===== src/rtl/bc_pkg.sv =====
// Shared encodings for the bc_updown_mod up/down counter slice.
package bc_pkg;

    localparam logic [1:0] MODE_WRAP    = 2'b00;
    localparam logic [1:0] MODE_SAT     = 2'b01;
    localparam logic [1:0] MODE_ONESHOT = 2'b10;

    localparam logic [1:0] ST_IDLE = 2'd0;
    localparam logic [1:0] ST_RUN  = 2'd1;
    localparam logic [1:0] ST_DONE = 2'd2;

endpackage


===== src/rtl/bc_updown_mod_if.sv =====
// Control/status bundle of the up/down counter; master drives controls, slave is the counter.
interface bc_updown_mod_if #(
    parameter int WIDTH = 8
);
    logic             en;
    logic             up;
    logic             load;
    logic [WIDTH-1:0] load_data;
    logic [WIDTH-1:0] limit;
    logic [1:0]       mode;
    logic             start;
    logic [WIDTH-1:0] count;
    logic             tc;
    logic             at_zero;
    logic             at_limit;
    logic             busy;
    logic             done;

    modport master (
        output en, up, load, load_data, limit, mode, start,
        input  count, tc, at_zero, at_limit, busy, done
    );

    modport slave (
        input  en, up, load, load_data, limit, mode, start,
        output count, tc, at_zero, at_limit, busy, done
    );
endinterface


===== src/rtl/bc_prescaler.sv =====
// Step prescaler: emits a tick on every PRESCALE-th enabled cycle; clr restarts the phase.
module bc_prescaler #(
    parameter int PRESCALE = 4
) (
    input  logic clk,
    input  logic rst,
    input  logic clr,
    input  logic en,
    output logic tick
);
    localparam int PW = (PRESCALE > 1) ? $clog2(PRESCALE) : 1;
    localparam logic [PW-1:0] RELOAD = PW'(PRESCALE - 1);

    logic [PW-1:0] remain;

    assign tick = en && (remain == '0);

    always_ff @(posedge clk) begin
        if (rst || clr) begin
            remain <= RELOAD;
        end else if (en) begin
            remain <= (remain == '0) ? RELOAD : remain - PW'(1);
        end
    end
endmodule


===== src/rtl/bc_updown_mod.sv =====
// Up/down counter with runtime modulo limit, WRAP/SATURATE/ONESHOT modes and a tc pulse.
// Define BC_PRESCALE_EN to insert a step prescaler of PRESCALE enabled cycles.
module bc_updown_mod
    import bc_pkg::*;
#(
    parameter int WIDTH    = 8,
    parameter int PRESCALE = 4
) (
    input logic             clk,
    input logic             rst,
    bc_updown_mod_if.slave  bus
);
    // state | meaning
    // IDLE  | one-shot not armed, count holds
    // RUN   | one-shot counting toward its boundary
    // DONE  | boundary reached, count holds until start/load
    logic [1:0]       state;
    logic [WIDTH-1:0] count_q;
    logic             tc_q;
    logic             zl_pulsed;

    logic             is_one;
    logic             eligible;
    logic             step;
    logic             limit_zero;
    logic [WIDTH-1:0] load_val;
    logic [WIDTH-1:0] sat_nxt;
    logic [WIDTH-1:0] sat_target;
    logic             sat_hit;

    assign is_one     = (bus.mode == MODE_ONESHOT);
    assign eligible   = bus.en && (!is_one || state == ST_RUN);
    assign limit_zero = (bus.limit == '0);
    assign load_val   = (bus.load_data > bus.limit) ? bus.limit : bus.load_data;

`ifdef BC_PRESCALE_EN
    logic tick;

    bc_prescaler #(.PRESCALE(PRESCALE)) u_prescaler (
        .clk  (clk),
        .rst  (rst),
        .clr  (bus.load || (bus.start && is_one)),
        .en   (eligible),
        .tick (tick)
    );

    assign step = tick;
`else
    assign step = eligible;
`endif

    // A count above a lowered limit clamps straight to the limit on an up-step.
    assign sat_nxt    = bus.up ? ((count_q >= bus.limit) ? bus.limit : count_q + WIDTH'(1))
                               : ((count_q == '0) ? '0 : count_q - WIDTH'(1));
    assign sat_target = bus.up ? bus.limit : '0;
    assign sat_hit    = (sat_nxt == sat_target);

    always_ff @(posedge clk) begin
        if (rst) begin
            count_q   <= '0;
            tc_q      <= 1'b0;
            state     <= ST_IDLE;
            zl_pulsed <= 1'b0;
        end else begin
            tc_q <= 1'b0;
            if (!limit_zero) zl_pulsed <= 1'b0;
            if (bus.load) begin
                count_q   <= load_val;
                state     <= ST_IDLE;
                zl_pulsed <= 1'b0;
            end else if (bus.start && is_one) begin
                count_q   <= bus.up ? '0 : bus.limit;
                state     <= ST_RUN;
                zl_pulsed <= 1'b0;
            end else if (step) begin
                if (bus.mode == MODE_SAT || is_one) begin
                    count_q <= sat_nxt;
                    if (is_one) begin
                        if (sat_hit) begin
                            tc_q  <= 1'b1;
                            state <= ST_DONE;
                        end
                    end else begin
                        // With limit 0 the count never moves, so remember the single pulse.
                        tc_q <= sat_hit && (sat_nxt != count_q || (limit_zero && !zl_pulsed));
                        if (limit_zero) zl_pulsed <= 1'b1;
                    end
                end else if (bus.up) begin
                    if (count_q >= bus.limit) begin
                        count_q <= '0;
                        tc_q    <= 1'b1;
                    end else begin
                        count_q <= count_q + WIDTH'(1);
                    end
                end else begin
                    if (count_q == '0) begin
                        count_q <= bus.limit;
                        tc_q    <= 1'b1;
                    end else begin
                        count_q <= count_q - WIDTH'(1);
                    end
                end
            end
            if (!is_one) state <= ST_IDLE;
        end
    end

    assign bus.count    = count_q;
    assign bus.tc       = tc_q;
    assign bus.at_zero  = (count_q == '0);
    assign bus.at_limit = (count_q >= bus.limit);
    assign bus.busy     = (state == ST_RUN);
    assign bus.done     = (state == ST_DONE);
endmodule


===== src/flat_wrapper.sv =====
// flat-port wrapper written by rule: the top's interface ports become plain ports
module bc_updown_mod_flat import bc_pkg::*;
#(
    parameter int WIDTH    = 8,
    parameter int PRESCALE = 4
)
  (clk, rst, bus_en, bus_up, bus_load, bus_load_data, bus_limit, bus_mode, bus_start, bus_count, bus_tc, bus_at_zero, bus_at_limit, bus_busy, bus_done);
  bc_updown_mod_if #(.WIDTH(WIDTH)) bus_i ();
  input logic clk;
  input logic rst;
  input wire logic [$bits(bus_i.en)-1:0] bus_en;
  input wire logic [$bits(bus_i.up)-1:0] bus_up;
  input wire logic [$bits(bus_i.load)-1:0] bus_load;
  input wire logic [$bits(bus_i.load_data)-1:0] bus_load_data;
  input wire logic [$bits(bus_i.limit)-1:0] bus_limit;
  input wire logic [$bits(bus_i.mode)-1:0] bus_mode;
  input wire logic [$bits(bus_i.start)-1:0] bus_start;
  output wire logic [$bits(bus_i.count)-1:0] bus_count;
  output wire logic [$bits(bus_i.tc)-1:0] bus_tc;
  output wire logic [$bits(bus_i.at_zero)-1:0] bus_at_zero;
  output wire logic [$bits(bus_i.at_limit)-1:0] bus_at_limit;
  output wire logic [$bits(bus_i.busy)-1:0] bus_busy;
  output wire logic [$bits(bus_i.done)-1:0] bus_done;
  assign bus_i.en = bus_en;
  assign bus_i.up = bus_up;
  assign bus_i.load = bus_load;
  assign bus_i.load_data = bus_load_data;
  assign bus_i.limit = bus_limit;
  assign bus_i.mode = bus_mode;
  assign bus_i.start = bus_start;
  assign bus_count = bus_i.count;
  assign bus_tc = bus_i.tc;
  assign bus_at_zero = bus_i.at_zero;
  assign bus_at_limit = bus_i.at_limit;
  assign bus_busy = bus_i.busy;
  assign bus_done = bus_i.done;
  bc_updown_mod #(.WIDTH(WIDTH), .PRESCALE(PRESCALE)) u_core (.clk(clk), .rst(rst), .bus(bus_i));
endmodule

===== config.mk =====
export PLATFORM = sky130hd
export DESIGN_NAME = bc_updown_mod_flat
export DESIGN_NICKNAME = d
export VERILOG_FILES = /design/src/rtl/bc_pkg.sv /design/src/rtl/bc_updown_mod_if.sv /design/src/rtl/bc_prescaler.sv /design/src/rtl/bc_updown_mod.sv /design/src/flat_wrapper.sv
export SDC_FILE = /design/constraint.sdc
export NUM_CORES = 1
export LEC_CHECK = 0
export ABC_AREA = 1
export BUFFER_PORTS_ARGS = -buffer_cell sky130_fd_sc_hd__buf_2
export CELL_PAD_IN_SITES_DETAIL_PLACEMENT = 1
export CELL_PAD_IN_SITES_GLOBAL_PLACEMENT = 2
export CORE_MARGIN = 4
export CORE_UTILIZATION = 32
export CTS_CLUSTER_SIZE = 14
export DETAILED_ROUTE_END_ITERATION = 16
export PLACE_DENSITY = 0.87
export SLEW_MARGIN = 20
export SYNTH_ARGS = -nofsm -noshare
export SYNTH_HDL_FRONTEND = slang
export SYNTH_HIERARCHICAL = 1
export SYNTH_SLANG_ARGS = --single-unit

===== constraint.sdc =====
create_clock -name clk -period 5.8 [get_ports clk]
set_input_delay 1.16 -clock clk [delete_from_list [all_inputs] [get_ports clk]]
set_output_delay 1.16 -clock clk [all_outputs]
set_load 0.05 [all_outputs]

== After elaboration in Yosys (flattened, before gate mapping) ==
Cells that the tools add are included.

* Output and inout port bits: 13
* Bits in registers: 12

* $lt $le $gt $ge: 2
* Bitwise logic cells: 2
* Reductions and logical operators: 21
* Multiplexer cells: 28
* Add/sub/neg operators: 2
* Eq/ne operators: 6

{| class="wikitable"
|+ Operators with widths
! operator !! count
|-
| 8-bit 2-to-1 mux || 13
|-
| 8-bit zero test || 2
|-
| 1-bit 2-to-1 mux || 15
|-
| 8-bit by 1-bit adder with 8-bit output, second input constant || 1
|-
| 8-bit == test || 1
|-
| 8-bit >= comparator || 1
|-
| 8-bit > comparator || 1
|-
| 8-bit inequality test || 1
|-
| 4-bit OR reduction || 2
|-
| 8-bit by 1-bit subtractor with 8-bit output, second input constant || 1
|-
| 3-bit AND reduction || 2
|-
| 2-bit nonzero test || 3
|-
| 3-bit OR reduction || 2
|-
| 2-bit by 1-bit == test with 1-bit output, second input constant || 2
|-
| 2-bit == test, second input constant || 2
|-
| 1-bit logical AND || 4
|-
| 1-bit logical OR || 3
|-
| 3-bit nonzero test || 1
|-
| 1-bit zero test || 2
|-
| 1-bit inverter || 2
|}

== Longest topological paths before layout ==
* Word-level depth: 8
* Mapped depth: 20
* Mapped depth without buffers: 20

== Worst setup path after synthesis ==
No wires, ideal clock.

* Kind: input -> output
* Start point: in bus_limit[7]
* End point: out bus_at_limit
* Stages: 7
* Path slack: 2.494 ns
* Buffers on the path: 1
* Arrival: 2.146 ns
* Data required time: 4.640 ns
* Cell sequence: inv_1 -> ha_1 -> a21oi_2 -> inv_1 -> nor2_4 -> nand2_2 -> buf_6

* Longest elaborated chain between the ends: 1

{| class="wikitable"
|+ Ends and longest elaborated chain
! element !! RTL line !! text
|-
| start: declaration || flat_wrapper.sv:15 || <nowiki>input wire logic [$bits(bus_i.limit)-1:0] bus_limit;</nowiki>
|-
| 8-bit >= comparator || bc_updown_mod.sv:111 || <nowiki>assign bus.at_limit = (count_q >= bus.limit);</nowiki>
|-
| end: declaration || flat_wrapper.sv:21 || <nowiki>output wire logic [$bits(bus_i.at_limit)-1:0] bus_at_limit;</nowiki>
|}

Every way passes these cells.

== Final worst setup path ==
* Start point: in bus_limit[3]
* End point: out bus_at_limit

The elaborated chain is that of the path after synthesis.

==> reports/metrics.yaml <==
clock_tree:
  cts_sinks: 12
  clk_pin_slew_ns: 0.05
  cts_setup_buffers: 0
  htree_levels: 1
  cts_hold_buf: 0
  ctsResizeCount: 0
  clock_tree.buffer_depth: 2
  cts_buffers: 3
  insertion_delay_ns: 0.24
  tritoncts: "done"
  cts-root-buf: "clkbuf_8"
synthesis:
  syn_inst: 411
  ys_async_sr_fraction: 0
  syn_area_per_cell_um2: 5.668
  syn_area_um2: 2330
  synth_nets: 455
  ys_ff_latch: 12
  ys_warn_count: 6
  yosysSeqAreaShare: 0.1031
  synth_ff_type: "dfxtp_1"
  synth-edff-count: 0
  synth_cell_type_count: 37
sta:
  hold_viol: 0
  slew-limit-headroom: 0.5647
  worst_pin_slew_ns: 0.6521
  fmax_mhz: 256.6
  setup_viol: 0
  setup-tns-final_ns: 0
  period_needed_ns: 3.897
  rsz0062_at_grt: "false"
  slew_violations: 0
  fin_skew_ns: 0.001230
  period_share: 0.6718
detailed_routing:
  viasPerCell: 5.207
  detail-route-antenna-nets: 0
  drc: 0
  vias: 2786
  wire_per_inst_um: 16.05
  dr.pass1.iters: 4
  drtIter0Drc: 151
  wl_mm: 8.589
cells_and_area:
  final_util: 0.3757
  fin_cells: 535
  final.fill_count: 989
  multi_input_area_um2: 1777
  nets: 484
  seq_area_um2: 240.2
  stdcell_area_um2: 2609
  layout-drive-gt1-share: 0.1617
  areaGrowthSynthToFinish_pct: 11.98
  diodes: 0
pwr:
  pwr_density_cell_nw_per_um2: 208.4
  p_leak_nw: 1.424
  vdd_ir_drop_max_mv: 0.08465
  power.total_mw: 0.5437
critical_path:
  startpoint_type: "input port"
  crit_path_max_fanout: 12
  worstSetupPathType: "input port to output port"
  cp-end-kind: "output port"
  cp.required_ns: 4.64
  arrival_ns: 2.74
place:
  port_buffers: 36
  dpl-instance-area_um2: 2554
  dp_hpwl_mm: 7.075
  placedCellCount: 531
  gp_congestion: 0.8432
die:
  core_area_um2: 6944
  die-area_um2: 8710
  start_util: 0.3355
  io_pins: 37
  rows: 30
  die_w_um: 93.33
  die_y_um: 93.33
run_status:
  status: "finished clean"
grt:
  grt_overflow_total: 0
  grt_first_pass_wirelength_mm: 14.09
  grt_max_degree: 26
  grt_usage: 0.2017
  first_global_vias: 2846
  antenna_found_initial: 0
worst_hold_path:
  hp-class: "register to register"
job:
  drv_cap: 0
## layer usage
metal,share of wire,up-vias,global-route usage
li1,-,1399,-
met1,0.47,1329,0.2664
met2,0.48,54,0.3574
met3,0.037,4,0.02011
met4,0.0079,0,0.03297
met5,0,-,0
## logic make-up after synthesis
group / Yosys count / synth area share
simple gates: 233 / 0.4737
buf+inv: 75 / 0.1343
compound gates: 69 / 0.1740
fa+ha+maj: 20 / 0.1074
flops: 12 / 0.1031
xor+xnor: 2 / 0.007520
## registers in the layout (all words and copies together), names as in the netlist
name / flops
u_core/bus.count: 8
u_core/state: 2
u_core/bus.tc: 1
u_core/zl_pulsed: 1
## final timing paths
path / slack, ns / cells past startpoint / start / endpoint
worst max-delay path: 1.90 / 10 / bus_limit[3] / bus_at_limit
worst min-delay path: 0.47 / 2 / u_core/zl_pulsed / u_core/zl_pulsed
worst max register to register: 2.86 / 15 / u_core/bus.count[2] / u_core/state[0]
worst min register to register: 0.47 / 2 / u_core/zl_pulsed / u_core/zl_pulsed
## report_power, final
| group | total (mW) | switching (mW) | internal [mW] |
|---|---|---|---|
| Sequential | 0.112 | 0.0231 | 0.0892 |
| Combinational | 0.339 | 0.234 | 0.105 |
| Clock | 0.0924 | 0.0324 | 0.0600 |
| Total | 0.544 | 0.290 | 0.254 |
## area by class of cell
cell class,count,share of cell area
clock buffer,4,0.02110
inverter,63,0.09065
multi-input combinational,324,0.6811
sequential,12,0.09209
tap,96,0.04604
timing repair buffer,36,0.06906
## Yosys cell counts (5+ instances only)
library cell  instances  area (um^2)
nand4_1              13        81.33
nand2_1             130        488.0
a31oi_1               5        31.28
inv_1                58        217.7
nor2_1               26        97.59
ha_1                 20        250.2
nor2_4                5        56.30
a21oi_1              20        100.1
dfxtp_1              12        240.2
nand3_1              40        200.2
o21ai_0              26        130.1
nor2_2                5        31.28
## metrics by stage
step | setup slack [ns] | hold slack (ns)
2_1_floorplan | 2.494 | 0.4275
3_3_place_gp | 1.988 | 0.4371
3_5_place_dp | 1.915 | 0.4585
4_1_cts | 1.911 | 0.4648
5_1_grt | 1.807 | 0.4969
6_report | 1.903 | 0.4657
## worst max-delay path, cell delays in order
cell,delay [ns]
buf_2,0.14
inv_1,0.10
ha_1,0.31
nand2_1,0.07
nor2_1,0.11
nor2_1,0.06
nand2_2,0.08
nand2_2,0.10
nand2_2,0.27
buf_2,0.33
## layout by cell type (no fill, tap or decap), types with 5 or more instances in the layout
| cell | Yosys | routed |
|---|---|---|
| inv_1 | 58 | 58 |
| a31oi_1 | 5 | 5 |
| nor2_1 | 26 | 26 |
| nand4_1 | 13 | 13 |
| nand2_1 | 130 | 130 |
| a21oi_1 | 20 | 20 |
| buf_2 | 4 | 36 |
| nand3_1 | 40 | 40 |
| o21ai_0 | 26 | 26 |
| ha_1 | 20 | 20 |
| nor2_2 | 5 | 5 |
| dfxtp_1 | 12 | 12 |
| nor2_4 | 5 | 5 |
(Power assumes the default switching activity.)
